## src/rtl/dff_pipe.sv

```systemverilog
// dff_pipe: parametrised pipelined staging register.
// A chain of STAGES registers that shift together on 'write', with per-byte
// write enables into stage 0, a valid flag per stage, a synchronous flush
// and a registered occupancy count of valid stages.
module dff_pipe #(
  parameter int unsigned          WIDTH     = 32,
  parameter int unsigned          STAGES    = 1,
  parameter logic [WIDTH-1:0]     RESET_VAL = '0
) (
  input  logic                          clk,
  input  logic                          reset,
  input  logic                          write,
  input  logic                          flush,
  input  logic                          valid_in,
  input  logic [WIDTH/8-1:0]            be,
  input  logic [WIDTH-1:0]              next,
  output logic [WIDTH-1:0]              prev,
  output logic                          valid_out,
  output logic [$clog2(STAGES+1)-1:0]   count
);

  localparam int unsigned NBYTES = WIDTH / 8;
  localparam int unsigned CW     = $clog2(STAGES + 1);

  // Stage 0 is the entry stage; stage STAGES-1 drives the outputs.
  logic [STAGES-1:0][WIDTH-1:0] data_q, data_d;
  logic [STAGES-1:0]            valid_q, valid_d;
  logic [CW-1:0]                count_q, count_d;

  // Next-state: flush beats write, write shifts, otherwise everything holds.
  always_comb begin
    data_d  = data_q;
    valid_d = valid_q;
    count_d = count_q;
    if (flush) begin
      data_d  = {STAGES{RESET_VAL}};
      valid_d = '0;
      count_d = '0;
    end else if (write) begin
      for (int unsigned k = 1; k < STAGES; k++) begin
        data_d[k]  = data_q[k-1];
        valid_d[k] = valid_q[k-1];
      end
      // Unenabled bytes keep the old stage-0 value, which was also just
      // copied forward into stage 1.
      for (int unsigned i = 0; i < NBYTES; i++) begin
        data_d[0][8*i +: 8] = be[i] ? next[8*i +: 8] : data_q[0][8*i +: 8];
      end
      valid_d[0] = valid_in;
      // Incremental popcount: one flag enters, the old last flag leaves.
      count_d = count_q + CW'(valid_in) - CW'(valid_q[STAGES-1]);
    end
  end

  // State registers with asynchronous active-high reset.
  always_ff @(posedge clk or posedge reset) begin
    if (reset) begin
      data_q  <= {STAGES{RESET_VAL}};
      valid_q <= '0;
      count_q <= '0;
    end else begin
      data_q  <= data_d;
      valid_q <= valid_d;
      count_q <= count_d;
    end
  end

  // Outputs come straight from registers.
  always_comb begin
    prev      = data_q[STAGES-1];
    valid_out = valid_q[STAGES-1];
    count     = count_q;
  end

endmodule

```

## config.mk

```make
export PLATFORM = sky130hd
export DESIGN_NAME = dff_pipe
export DESIGN_NICKNAME = d
export VERILOG_FILES = /design/src/rtl/dff_pipe.sv
export SDC_FILE = /design/constraint.sdc
export NUM_CORES = 1
export LEC_CHECK = 0
export CAP_MARGIN = 20
export CELL_PAD_IN_SITES_DETAIL_PLACEMENT = 1
export CELL_PAD_IN_SITES_GLOBAL_PLACEMENT = 1
export CORE_ASPECT_RATIO = 1.1
export CORE_MARGIN = 1.5
export CORE_UTILIZATION = 27
export DETAILED_ROUTE_END_ITERATION = 10
export PLACE_DENSITY = 0.75
export SETUP_SLACK_MARGIN = 0.15
export SLEW_MARGIN = 15
export SYNTH_ARGS = -nofsm -noshare
export SYNTH_HDL_FRONTEND = slang
export SYNTH_SLANG_ARGS = --single-unit
```

## constraint.sdc

```tcl
create_clock -name clk -period 1.28 [get_ports clk]
set_input_delay 0.192 -clock clk [delete_from_list [all_inputs] [get_ports clk]]
set_output_delay 0.192 -clock clk [all_outputs]
set_load 0.02 [all_outputs]
```

After elaboration in Yosys (flattened, before gate mapping)

Cells that the tools add are included.

Input bits: 41
Output and inout port bits: 34
Register bits: 34
Word-level logic and storage cells: 27

Muxes and demuxes: 10
Add/sub/neg operators: 2
Reductions and logical operators: 9

Operator list:

| operator           | count |
|---|---|
| $mux W32           | 2 |
| $mux W8            | 4 |
| $reduce_bool A2 Y1 | 5 |
| $reduce_and A2 Y1  | 4 |
| $mux W1            | 4 |
| $add A1 B1 Y1      | 1 |
| $sub A1 B1 Y1      | 1 |

Longest topological paths before layout

Word-level depth: 4
Gate-level depth with buffers: 4
Depth with buffers taken out: 3

Worst setup path after synthesis

No wires, ideal clock.

Kind: register to register
From: reg valid_q, in the netlist valid_out
To: reg count_q, in the netlist count
Data required time: 1160 ps
Stages on the path, launching flop included: 4
Clock period less this slack: 1055 ps
Buffers on the path: 0
Slack: 225 ps
Data arrival time: 935 ps
Setup time: 120 ps
Cell sequence: dfrtp_1 xor2_1 a21oi_1 a31o_2

Word-level cells in the longest chain between the ends: 3

RTL lines:

| item                     | line | RTL |
|---|---|---|
| start: declaration       | 27   | `logic [STAGES-1:0] valid_q, valid_d;` |
| start signal: assignment | 63   | `valid_q <= valid_d;` |
| $sub A1 B1 Y1            | 51   | `count_d = count_q + CW'(valid_in) - CW'(valid_q[STAGES-1]);` |
| $mux W1                  | 39   | `end else if (write) begin` |
| $mux W1                  | 35   | `if (flush) begin` |
| end signal: assignment   | 64   | `count_q <= count_d;` |
| end: declaration         | 28   | `logic [CW-1:0] count_q, count_d;` |

No other way between the ends. The select of a mux whose other input is x is not followed.
A chain may end at the register's enable or synchronous reset.

Final worst setup path

From: reg data_q (netlist bit prev[14])
To: out prev[14]

RTL lines:

| item                     | line | RTL |
|---|---|---|
| start: declaration       | 26   | `logic [STAGES-1:0][WIDTH-1:0] data_q, data_d;` |
| start signal: assignment | 58   | `data_q <= {STAGES{RESET_VAL}};` |
| start signal: assignment | 62   | `data_q <= data_d;` |
| end: declaration         | 17   | `output logic [WIDTH-1:0] prev,` |

No word-level cell between the ends.

==> metrics.md <==
| Metric | Value |
|---|---|
| Outcome | `finished, final reports clean` |
| Share of cells above drive strength 1 | `24.7%` |
| CP delay by family, top | `flip-flops` |
| Synth Area in XOR/XNOR | `0.616%` |
| First-pass DRT Iterations | `4` |
| Synth unique cells | `14` |
| Die X | `72.2 µm` |
| Seq/Total Area, Yosys | `59.8%` |
| Period utilization | `85.9%` |
| Num CTS Buffers | `5` |
| Antenna cells | `0` |
| Clk sinks | `34` |
| Relative max-transition margin | `82.5%` |
| Area grow syn2layout | `64.1%` |
| PwrDens | `1030 nW/µm²` |
| IR drop worst, VDD | `0.508 mV` |
| DR DRC count | `0` |
| CP Class | `flop to output pin` |
| CTS tree | `yes` |
| Commonest non-fill, non-tap cell in the layout | `clkdlybuf4s50_1` |
| Clock skew | `0.0000398 ns` |
| Cell with the largest stage delay on the worst path | `dfrtp_1` |
| Syn Nets | `195` |
| Initial cell density of the core | `28.3%` |
| Clk buf depth | `2` |
| Highest-count cells in the layout ignoring fill and taps | `clkdlybuf4s50_1 (39), nand2_1 (34), dfrtp_1 (34), a21oi_1 (33), nand3_1 (32)` |
| Finished Cell Area | `2330 µm²` |
| Gate Count Post-Synth | `154` |
| Setup-failing EPs final | `0` |
| Warnings, synthesis | `0` |
| Routed length per instance | `14.1 µm` |
| Critical-path maximum fanout | `2` |
| P_leak | `1.07 nW` |
| Final hold slack | `0.275 ns` |
| Minimum clock period | `1.10 ns` |
| Hold_buf cts | `0` |
| Die footprint | `5710 µm²` |
| RSZ-0062 raised after global routing | `false` |
| Worst hold path class | `input pin to asynchronous set/reset pin` |
| Pin count of the biggest net entering global routing | `32` |
| Multiplexer area fraction after synthesis | `0.704%` |
| Worst-margin pin slew | `0.262 ns` |
| Synth Area in Compound Gates | `12.2%` |
| Final ANT Viol Nets | `0` |
| Clk slew on worst S/H paths | `0.07 ns` |
| Vias per cell | `4.76` |
| Clock latency on the worst-skew pair | `0.27 ns` |
| Core Footprint | `5030 µm²` |
| Synthesis-stage register bit count | `34` |
| Die Ht | `79.1 µm` |
| Final max-slew violation count | `0` |
| Simple-gate share of the synthesized area | `21.7%` |
| Number of setup buffers added after CTS | `0` |
| Required time of the critical path | `1.09 ns` |
| Root Driver | `clkbuf_8` |
| Fin nets | `279` |
| Buf/Inv on CP | `1` |
| 1st-iter DRT viols | `68` |
| Post-Route WL | `4190 µm` |
| Antenna violations before repair | `0` |
| Main combinational cell family by area after synthesis | `simple AND/OR/NAND/NOR gates` |
| DR vias | `1,414` |
| Cell area after synthesis | `1420 µm²` |
| Hold Vio Cnt, Final | `0` |
| Total gr overflow | `0` |
| IO Port Bufs | `74` |
| Adder-Cell Fraction of Synth Area | `0%` |
| # rows | `27` |
| Crit-path max cell delay | `0.38 ns` |
| Ordered list of cells on the worst path | `clkdlybuf4s15_2` |
| Critical Path AT | `0.91 ns` |
| Avg Synthesized Cell Area | `9.24 µm²` |
| Peak Freq | `909 MHz` |
| GP Congestion | `0.713` |
| Number of global-route vias before repair | `1,413` |
| Clock H-tree levels | `2` |
| Dpl hpwl | `3060 µm` |
| First-pass GRT wire length | `6510 µm` |
| Total track usage | `14.4%` |
| I/O pins | `75` |
| Max-cap viol count | `0` |
| Critical Path End Type | `output pin` |
| Cell Area, Placed | `2300 µm²` |
| Worst setup SP type | `flop` |
worst paths after layout:
path	start	end	slack [ns]	depth (start not counted)
worst max-delay path	prev[14]$_DFFE_PP0P_	prev[14]	0.18	1
worst min-delay path	reset	prev[22]$_DFFE_PP0P_	0.27	3
worst max register to register	valid_out$_DFFE_PP0P_	count$_DFFE_PP0P_	0.28	3
worst min register to register	prev[27]$_DFFE_PP0P_	prev[27]$_DFFE_PP0P_	0.52	2
max in group asynchronous	reset	prev[21]$_DFFE_PP0P_	0.82	3
min in group clk	write	prev[18]$_DFFE_PP0P_	0.47	4
layout make-up:
type / count / area [µm²]
clock inverter: 1 / 5.00
tap: 58 / 72.6
multi-input combinational: 107 / 507
inverter: 1 / 3.75
clock buffer: 7 / 86.3
fill: 577 / 2700
timing repair buffer: 89 / 810
sequential: 34 / 851
Yosys cell counts:
cell       n  area, µm²
a21oi_1   33        165
a31o_2     1       8.76
buf_2      8       40.0
buf_4      1       7.51
buf_6      1       11.3
clkbuf_1   2       7.51
dfrtp_1   34        851
inv_1      1       3.75
mux2i_1    1       10.0
nand2_1   36        135
nand2b_1   1       6.26
nand3_1   32        160
nor2_1     2       7.51
xor2_1     1       8.76
what timing repair did:
action / CTS / global route
pin swaps: 0 / 0
gates resized for setup: 102 / 23
setup endpoints to repair: 65 / 52
cloned: 0 / 1
report_power, final:
part / internal [mW] / switching (mW)
clock: 0.434 / 0.356
combinational: 0.235 / 0.231
sequential: 1.12 / 0.0277
state kept, by name, summed over array words and instances (netlist names):
signal     count
valid_out      1
prev          32
count          1
kinds of logic after synthesis:
group                     Yosys count
and+or+nand+nor                    71
AOI/OAI and AO/OA                  34
DFF                                34
buffers and inverters              13
xor gates and xnor gates            1
muxes                               1
per-layer routing:
| metal | vias up | wire length [µm] | track usage [%] |
|---|---|---|---|
| li1 | 690 | - | - |
| met5 | - | 0 | 0 |
| met1 | 675 | 1760 | 17.4 |
| met2 | 47 | 2170 | 25.5 |
| met4 | 0 | 15 | 3.40 |
| met3 | 2 | 248 | 3.68 |
worst reg2reg max path, delay by kind of cell, from the launching register on:
kind	cells	cell delay (ns)
compound gates	2	0.30
xor+xnor	1	0.19
flops	1	0.41
metrics by stage:
| step | power [mW] | TNS (ns) | worst slack, ns | std cells | utilization, % |
|---|---|---|---|---|---|
| finish | 2.41 | 0 | 0.180 | 297 | 46.4 |
| global route | 2.52 | 0 | 0.150 | 297 | 46.4 |
| CTS | 2.46 | 0 | 0.108 | 296 | 48.2 |
| detailed placement | 1.67 | -5.31 | -0.183 | 288 | 45.7 |
| global placement | 1.66 | -4.33 | -0.146 | 288 | 45.7 |
| floorplan | 1.37 | 0 | 0.225 | 154 | - |
No activity file was read; power rests on OpenSTA's default activity.
